`src/rtl/pcf8591_i2c_target.sv`:
```
// pcf8591_i2c_target: I2C target emulating a PCF8591 ADC/DAC for self-test of the pcf8591 initiator
module pcf8591_i2c_target #(
  parameter logic [6:0] DEV_ADDR = 7'h48,
  parameter int SYNC_STAGES = 2
) (
  input  logic       sysclk,
  input  logic       reset,
  input  logic       scl_i,
  input  logic       sda_i,
  output logic       sda_oe,
  input  logic [7:0] adc_ch0,
  input  logic [7:0] adc_ch1,
  input  logic [7:0] adc_ch2,
  input  logic [7:0] adc_ch3,
  output logic [7:0] ctrl_byte,
  output logic [7:0] dac_data,
  output logic       dac_valid,
  output logic       busy
);
  typedef enum logic [2:0] {IDLE, ADDR, ADDR_ACK, WR_BYTE, WR_ACK, RD_BYTE, RD_ACK, WAIT_STOP} state_t;
  state_t state_q, state_d;
  logic [SYNC_STAGES-1:0] scl_sync_q, scl_sync_d, sda_sync_q, sda_sync_d;
  logic scl_h_q, sda_h_q;
  logic [7:0] sh_q, sh_d, ctrl_q, ctrl_d, dac_q, dac_d, adc_sel;
  logic [3:0] cnt_q, cnt_d;
  logic [1:0] ptr_q, ptr_d;
  logic rw_q, rw_d, idx_q, idx_d, valid_q, valid_d, busy_q, busy_d, oe_q, oe_d;
  logic scl, sda, scl_rise, scl_fall, start, stop;
  assign scl = scl_sync_q[SYNC_STAGES-1];
  assign sda = sda_sync_q[SYNC_STAGES-1];
  assign scl_rise = scl & ~scl_h_q;
  assign scl_fall = ~scl & scl_h_q;
  assign start = scl & scl_h_q & sda_h_q & ~sda;
  assign stop = scl & scl_h_q & ~sda_h_q & sda;
  assign adc_sel = ptr_q[1] ? (ptr_q[0] ? adc_ch3 : adc_ch2) : (ptr_q[0] ? adc_ch1 : adc_ch0);
  assign sda_oe = oe_q;
  assign ctrl_byte = ctrl_q;
  assign dac_data = dac_q;
  assign dac_valid = valid_q;
  assign busy = busy_q;
  // Shift the pad inputs into their synchroniser chains
  always_comb begin
    scl_sync_d = {scl_sync_q[SYNC_STAGES-2:0], scl_i};
    sda_sync_d = {sda_sync_q[SYNC_STAGES-2:0], sda_i};
  end
  // Protocol engine: START/STOP override everything, otherwise advance on SCL edges
  always_comb begin
    state_d = state_q;
    sh_d = sh_q;
    cnt_d = cnt_q;
    rw_d = rw_q;
    idx_d = idx_q;
    ptr_d = ptr_q;
    ctrl_d = ctrl_q;
    dac_d = dac_q;
    valid_d = 1'b0;
    busy_d = busy_q;
    oe_d = oe_q;
    if (start) begin
      state_d = ADDR;
      cnt_d = 4'd0;
      oe_d = 1'b0;
    end else if (stop) begin
      state_d = IDLE;
      oe_d = 1'b0;
      busy_d = 1'b0;
    end else begin
      case (state_q)
        ADDR, WR_BYTE: begin
          if (scl_rise) begin
            sh_d = {sh_q[6:0], sda};
            cnt_d = cnt_q + 4'd1;
          end else if (scl_fall && cnt_q == 4'd8) begin
            if (state_q == ADDR) begin
              if (sh_q[7:1] == DEV_ADDR && sh_q[7:1] != 7'd0) begin
                state_d = ADDR_ACK;
                oe_d = 1'b1;
                busy_d = 1'b1;
                rw_d = sh_q[0];
              end else begin
                state_d = WAIT_STOP;
                oe_d = 1'b0;
              end
            end else begin
              state_d = WR_ACK;
              oe_d = 1'b1;
              if (idx_q) begin
                dac_d = sh_q;
                valid_d = 1'b1;
              end else begin
                ctrl_d = sh_q;
                ptr_d = sh_q[1:0];
                idx_d = 1'b1;
              end
            end
          end
        end
        ADDR_ACK: begin
          if (scl_fall) begin
            cnt_d = 4'd0;
            idx_d = 1'b0;
            state_d = rw_q ? RD_BYTE : WR_BYTE;
            sh_d = rw_q ? adc_sel : sh_q;
            oe_d = rw_q ? ~adc_sel[7] : 1'b0;
          end
        end
        WR_ACK: begin
          if (scl_fall) begin
            state_d = WR_BYTE;
            cnt_d = 4'd0;
            oe_d = 1'b0;
          end
        end
        RD_BYTE: begin
          if (scl_fall) begin
            cnt_d = cnt_q + 4'd1;
            sh_d = {sh_q[6:0], 1'b0};
            if (cnt_q == 4'd7) begin
              state_d = RD_ACK;
              oe_d = 1'b0;
              ptr_d = ctrl_q[2] ? ptr_q + 2'd1 : ptr_q;
            end else begin
              oe_d = ~sh_q[6];
            end
          end
        end
        RD_ACK: begin
          if (scl_rise && sda) begin
            state_d = WAIT_STOP;
          end else if (scl_fall) begin
            state_d = RD_BYTE;
            cnt_d = 4'd0;
            sh_d = adc_sel;
            oe_d = ~adc_sel[7];
          end
        end
        default: oe_d = 1'b0;
      endcase
    end
  end
  // State and synchroniser flops; reset releases SDA immediately
  always_ff @(posedge sysclk or posedge reset) begin
    if (reset) begin
      state_q <= IDLE;
      scl_sync_q <= '1;
      sda_sync_q <= '1;
      scl_h_q <= 1'b1;
      sda_h_q <= 1'b1;
      sh_q <= 8'h00;
      cnt_q <= 4'd0;
      rw_q <= 1'b0;
      idx_q <= 1'b0;
      ptr_q <= 2'd0;
      ctrl_q <= 8'h00;
      dac_q <= 8'h00;
      valid_q <= 1'b0;
      busy_q <= 1'b0;
      oe_q <= 1'b0;
    end else begin
      state_q <= state_d;
      scl_sync_q <= scl_sync_d;
      sda_sync_q <= sda_sync_d;
      scl_h_q <= scl;
      sda_h_q <= sda;
      sh_q <= sh_d;
      cnt_q <= cnt_d;
      rw_q <= rw_d;
      idx_q <= idx_d;
      ptr_q <= ptr_d;
      ctrl_q <= ctrl_d;
      dac_q <= dac_d;
      valid_q <= valid_d;
      busy_q <= busy_d;
      oe_q <= oe_d;
    end
  end
endmodule

```
`config.mk`:
```
export PLATFORM = sky130hd
export DESIGN_NAME = pcf8591_i2c_target
export DESIGN_NICKNAME = d
export VERILOG_FILES = /design/src/rtl/pcf8591_i2c_target.sv
export SDC_FILE = /design/constraint.sdc
export NUM_CORES = 1
export LEC_CHECK = 0
export CAP_MARGIN = 10
export CORE_ASPECT_RATIO = 1.2
export CORE_MARGIN = 10
export CORE_UTILIZATION = 54
export DETAILED_ROUTE_END_ITERATION = 8
export PLACE_DENSITY = 0.85
export SYNTH_ARGS = -nofsm -noshare
export SYNTH_HDL_FRONTEND = slang
export SYNTH_SLANG_ARGS = --single-unit
```
`constraint.sdc`:
```
create_clock -name sysclk -period 3.7 [get_ports sysclk]
set_input_delay 0.37 -clock sysclk [delete_from_list [all_inputs] [get_ports sysclk]]
set_output_delay 0.37 -clock sysclk [all_outputs]
set_load 0.03 [all_outputs]
```
==> flow_summary.json <==
{
  "die_y_um": 92.6,
  "post-cts-setup-buffer-count": 0,
  "worstPathCellList": "inv_1 -> ha_1 -> nand3b_1 -> or2_4 -> nor3_4 -> mux2_2",
  "seq_area_frac_synth": 0.467,
  "synth-main-ff-cell": "dfrtp_1",
  "worst_hold_path_type": "reg2reg",
  "tns_ns": 0,
  "row_count": 26,
  "place_ws_ns": 1.59,
  "drt-met1-wl_mm": 2.23,
  "max_slew_margin": 0.586,
  "end_kind": "flop",
  "ant_nets": 0,
  "synth-edff-count": 0,
  "crit_family": "simple AND/OR/NAND/NOR gates",
  "crit_arrival_ns": 2.30,
  "fin_crit_ns": 2.11,
  "avgSynthCellArea_um2": 11.2,
  "dr.pass1.iters": 4,
  "io_buffers": 54,
  "whs_path_depth": 0,
  "root_buffer": "clkbuf_8",
  "top_layer": "met4",
  "dieWidth_um": 80.5,
  "fin_area_mm2": 0.00306,
  "clkLatencyLatePin_ns": 0.30,
  "min_period_over_period": 0.571,
  "criticalPathCategory": "reg2reg",
  "grt_max_degree": 45,
  "grt_pass1_wl_mm": 9.67,
  "num_vias": 1875,
  "hold_viol": 0,
  "route.met3.wl_um": 404,
  "dpl.cell_count": 313,
  "tritoncts": "built",
  "grt_pass1_vias": 1954,
  "setup_viol_count_final": 0,
  "dpl_cell_area_mm2": 0.00294,
  "synthesis.area_mm2": 0.00237,
  "drv_slew": 0,
  "maxCapViolCount": 0,
  "ff2ff_path_depth": 6,
  "final_cells": 321,
  "syn_to_final_growth_pct": 29.0,
  "synthArstFlopShare": 1.00,
  "finalPower_uw": 1780,
  "layout_setup_ws_ns": 1.59,
  "antenna_found_initial": 0,
  "cpPeakStageDelay_ns": 0.47,
  "hold_end": "scl_sync_q[1]$_DFF_PP1_",
  "reg2reg_slack_ns": 1.59,
  "start_kind": "flop",
  "cp_max_fo": 9,
  "path_clk_slew_ns": 0.08,
  "nets": 302,
  "n_antenna_cell": 0,
  "start_util": 0.557,
  "synthDistinctLibCells": 51,
  "hold_buffers": 0,
  "post-dp-hpwl_mm": 4.24,
  "grtUsageTotal": 0.164,
  "drt_iter0_drc": 205,
  "r2r_end": "dac_data[0]$_DFFE_PP0P_",
  "cts_buffers": 5,
  "io_pins": 55,
  "drt_wl_total_mm": 5.79,
  "ir_worst_vdd_mv": 0.540,
  "wl_per_cell_um": 18.0,
  "cts_resized": 0,
  "coreArea_mm2": 0.00426,
  "fin_worst_skew_ns": 0.00538,
  "h-tree-depth": 2,
  "worst-path-buf-inv": 1,
  "wl_met2_mm": 3.06,
  "leakage_uw": 0.00129,
  "clock_path_buffers": 2,
  "max_freq_ghz": 0.474,
  "status": "completed",
  "synthCells": 211,
  "tightest_slew_ns": 0.621,
  "power_per_cell_area_mw_per_mm2": 582,
  "ys_warn_count": 0,
  "ys_ff_latch": 44,
  "rsz0062_at_grt": "false",
  "die_area_mm2": 0.00746,
  "synth_nets": 249,
  "gp_congestion": 0.945,
  "drcViolationCount": 0,
  "layout-drive-gt1-share": 0.189,
  "grt-ovfl-total": 0,
  "fillerInstances": 323,
  "vias_per_cell": 5.84,
  "cts.sinks": 44,
  "r2r-start": "cnt_q[0]$_DFFE_PP0P_",
  "hp-start": "scl_sync_q[0]$_DFF_PP1_",
  "critPathSlowestCell": "nor3_4",
  "required_ns": 3.88
}
[cell families (layout without fill, tap and decap cells)]
family          after synthesis  in the layout  share of synthesized area
buf+inv                      19             73                     0.0411
xor+xnor                      1              1                    0.00369
fa+ha+maj                     2              2                     0.0105
mux                          35             35                      0.199
compound gates               47             47                      0.125
simple gates                 63             63                      0.153
flops                        44             44                      0.467
[state kept, by name, indices dropped and copies added (netlist names)]
signal / flops
sh_q: 8
ptr_q: 2
busy: 1
cnt_q: 4
dac_valid: 1
rw_q: 1
sda_sync_q: 2
sda_oe: 1
sda_h_q: 1
ctrl_byte: 8
scl_h_q: 1
dac_data: 8
scl_sync_q: 2
idx_q: 1
state_q: 3
[how the worst max path moves through the flow]
stage	startpoint	end	slack, ns	cells after the start
after CTS	cnt_q[0]$_DFFE_PP0P_	dac_data[4]$_DFFE_PP0P_	1.58	6
after detailed placement	cnt_q[0]$_DFFE_PP0P_	dac_data[5]$_DFFE_PP0P_	1.59	6
after floorplan	scl_h_q$_DFF_PP1_	dac_data[0]$_DFFE_PP0P_	1.85	5
after global routing	state_q[0]$_DFFE_PP0P_	sh_q[3]$_DFFE_PP0P_	1.45	4
final	cnt_q[0]$_DFFE_PP0P_	dac_data[0]$_DFFE_PP0P_	1.59	6
after global placement	cnt_q[0]$_DFFE_PP0P_	dac_data[4]$_DFFE_PP0P_	1.60	6
[through the flow]
stage | hold slack [ns] | utilization
finish | 0.358 | 0.718
global route | 0.368 | 0.718
floorplan | 0.345 | -
global placement | 0.346 | 0.689
detailed placement | 0.347 | 0.689
CTS | 0.358 | 0.718
[placed cells by master (no fill, tap or decap), drive strengths merged, types with 4 or more instances in the layout]
cell / synthesis / final
a21oi: 6 / 6
mux2: 18 / 18
nor2: 10 / 10
nor2b: 4 / 4
nand2: 22 / 22
mux4: 8 / 8
dfrtp: 38 / 38
mux2i: 9 / 9
inv: 9 / 8
nand3: 4 / 4
dfstp: 6 / 6
clkbuf: 3 / 7
nor3: 5 / 5
o21ai: 20 / 20
clkdlybuf4s50: 0 / 54
[per-layer routing]
layer  global-route usage  up-vias
li1                     -      879
met1                0.192      907
met2                0.283       81
met3               0.0387        8
met4               0.0603        0
met5                    0        -
[synth_stat cells, drive strengths merged, types with 3 or more instances]
cell type / n / area (um^2)
mux2: 18 / 203
a21oi: 6 / 30.0
nand2b: 3 / 26.3
dfrtp: 38 / 951
o21ai: 20 / 100
clkbuf: 3 / 11.3
mux2i: 9 / 90.1
nand2: 22 / 82.6
buf: 7 / 52.5
inv: 9 / 33.8
mux4: 8 / 180
and3: 3 / 18.8
nor3: 5 / 47.5
a31oi: 3 / 18.8
nor2b: 4 / 25.0
nand3: 4 / 25.0
nor2: 10 / 37.5
dfstp: 6 / 158
[power by group]
| part | switching, uW | leakage (uW) | internal (uW) |
|---|---|---|---|
| registers | 195 | 0.000572 | 568 |
| logic | 302 | 0.000657 | 318 |
| clock network | 160 | 0.0000645 | 238 |
| total | 657 | 0.00129 | 1120 |
[area by class of cell]
cell class / instances / area [um^2] / area share
inverters: 9 / 33.8 / 0.0110
multi-input cells: 148 / 1170 / 0.381
clock inverters: 1 / 30.0 / 0.00981
well taps: 56 / 70.1 / 0.0229
clock buffers: 7 / 96.3 / 0.0315
repair buffers: 56 / 556 / 0.181
flip-flops and latches: 44 / 1110 / 0.362
No activity file was read; power rests on OpenSTA's default activity.
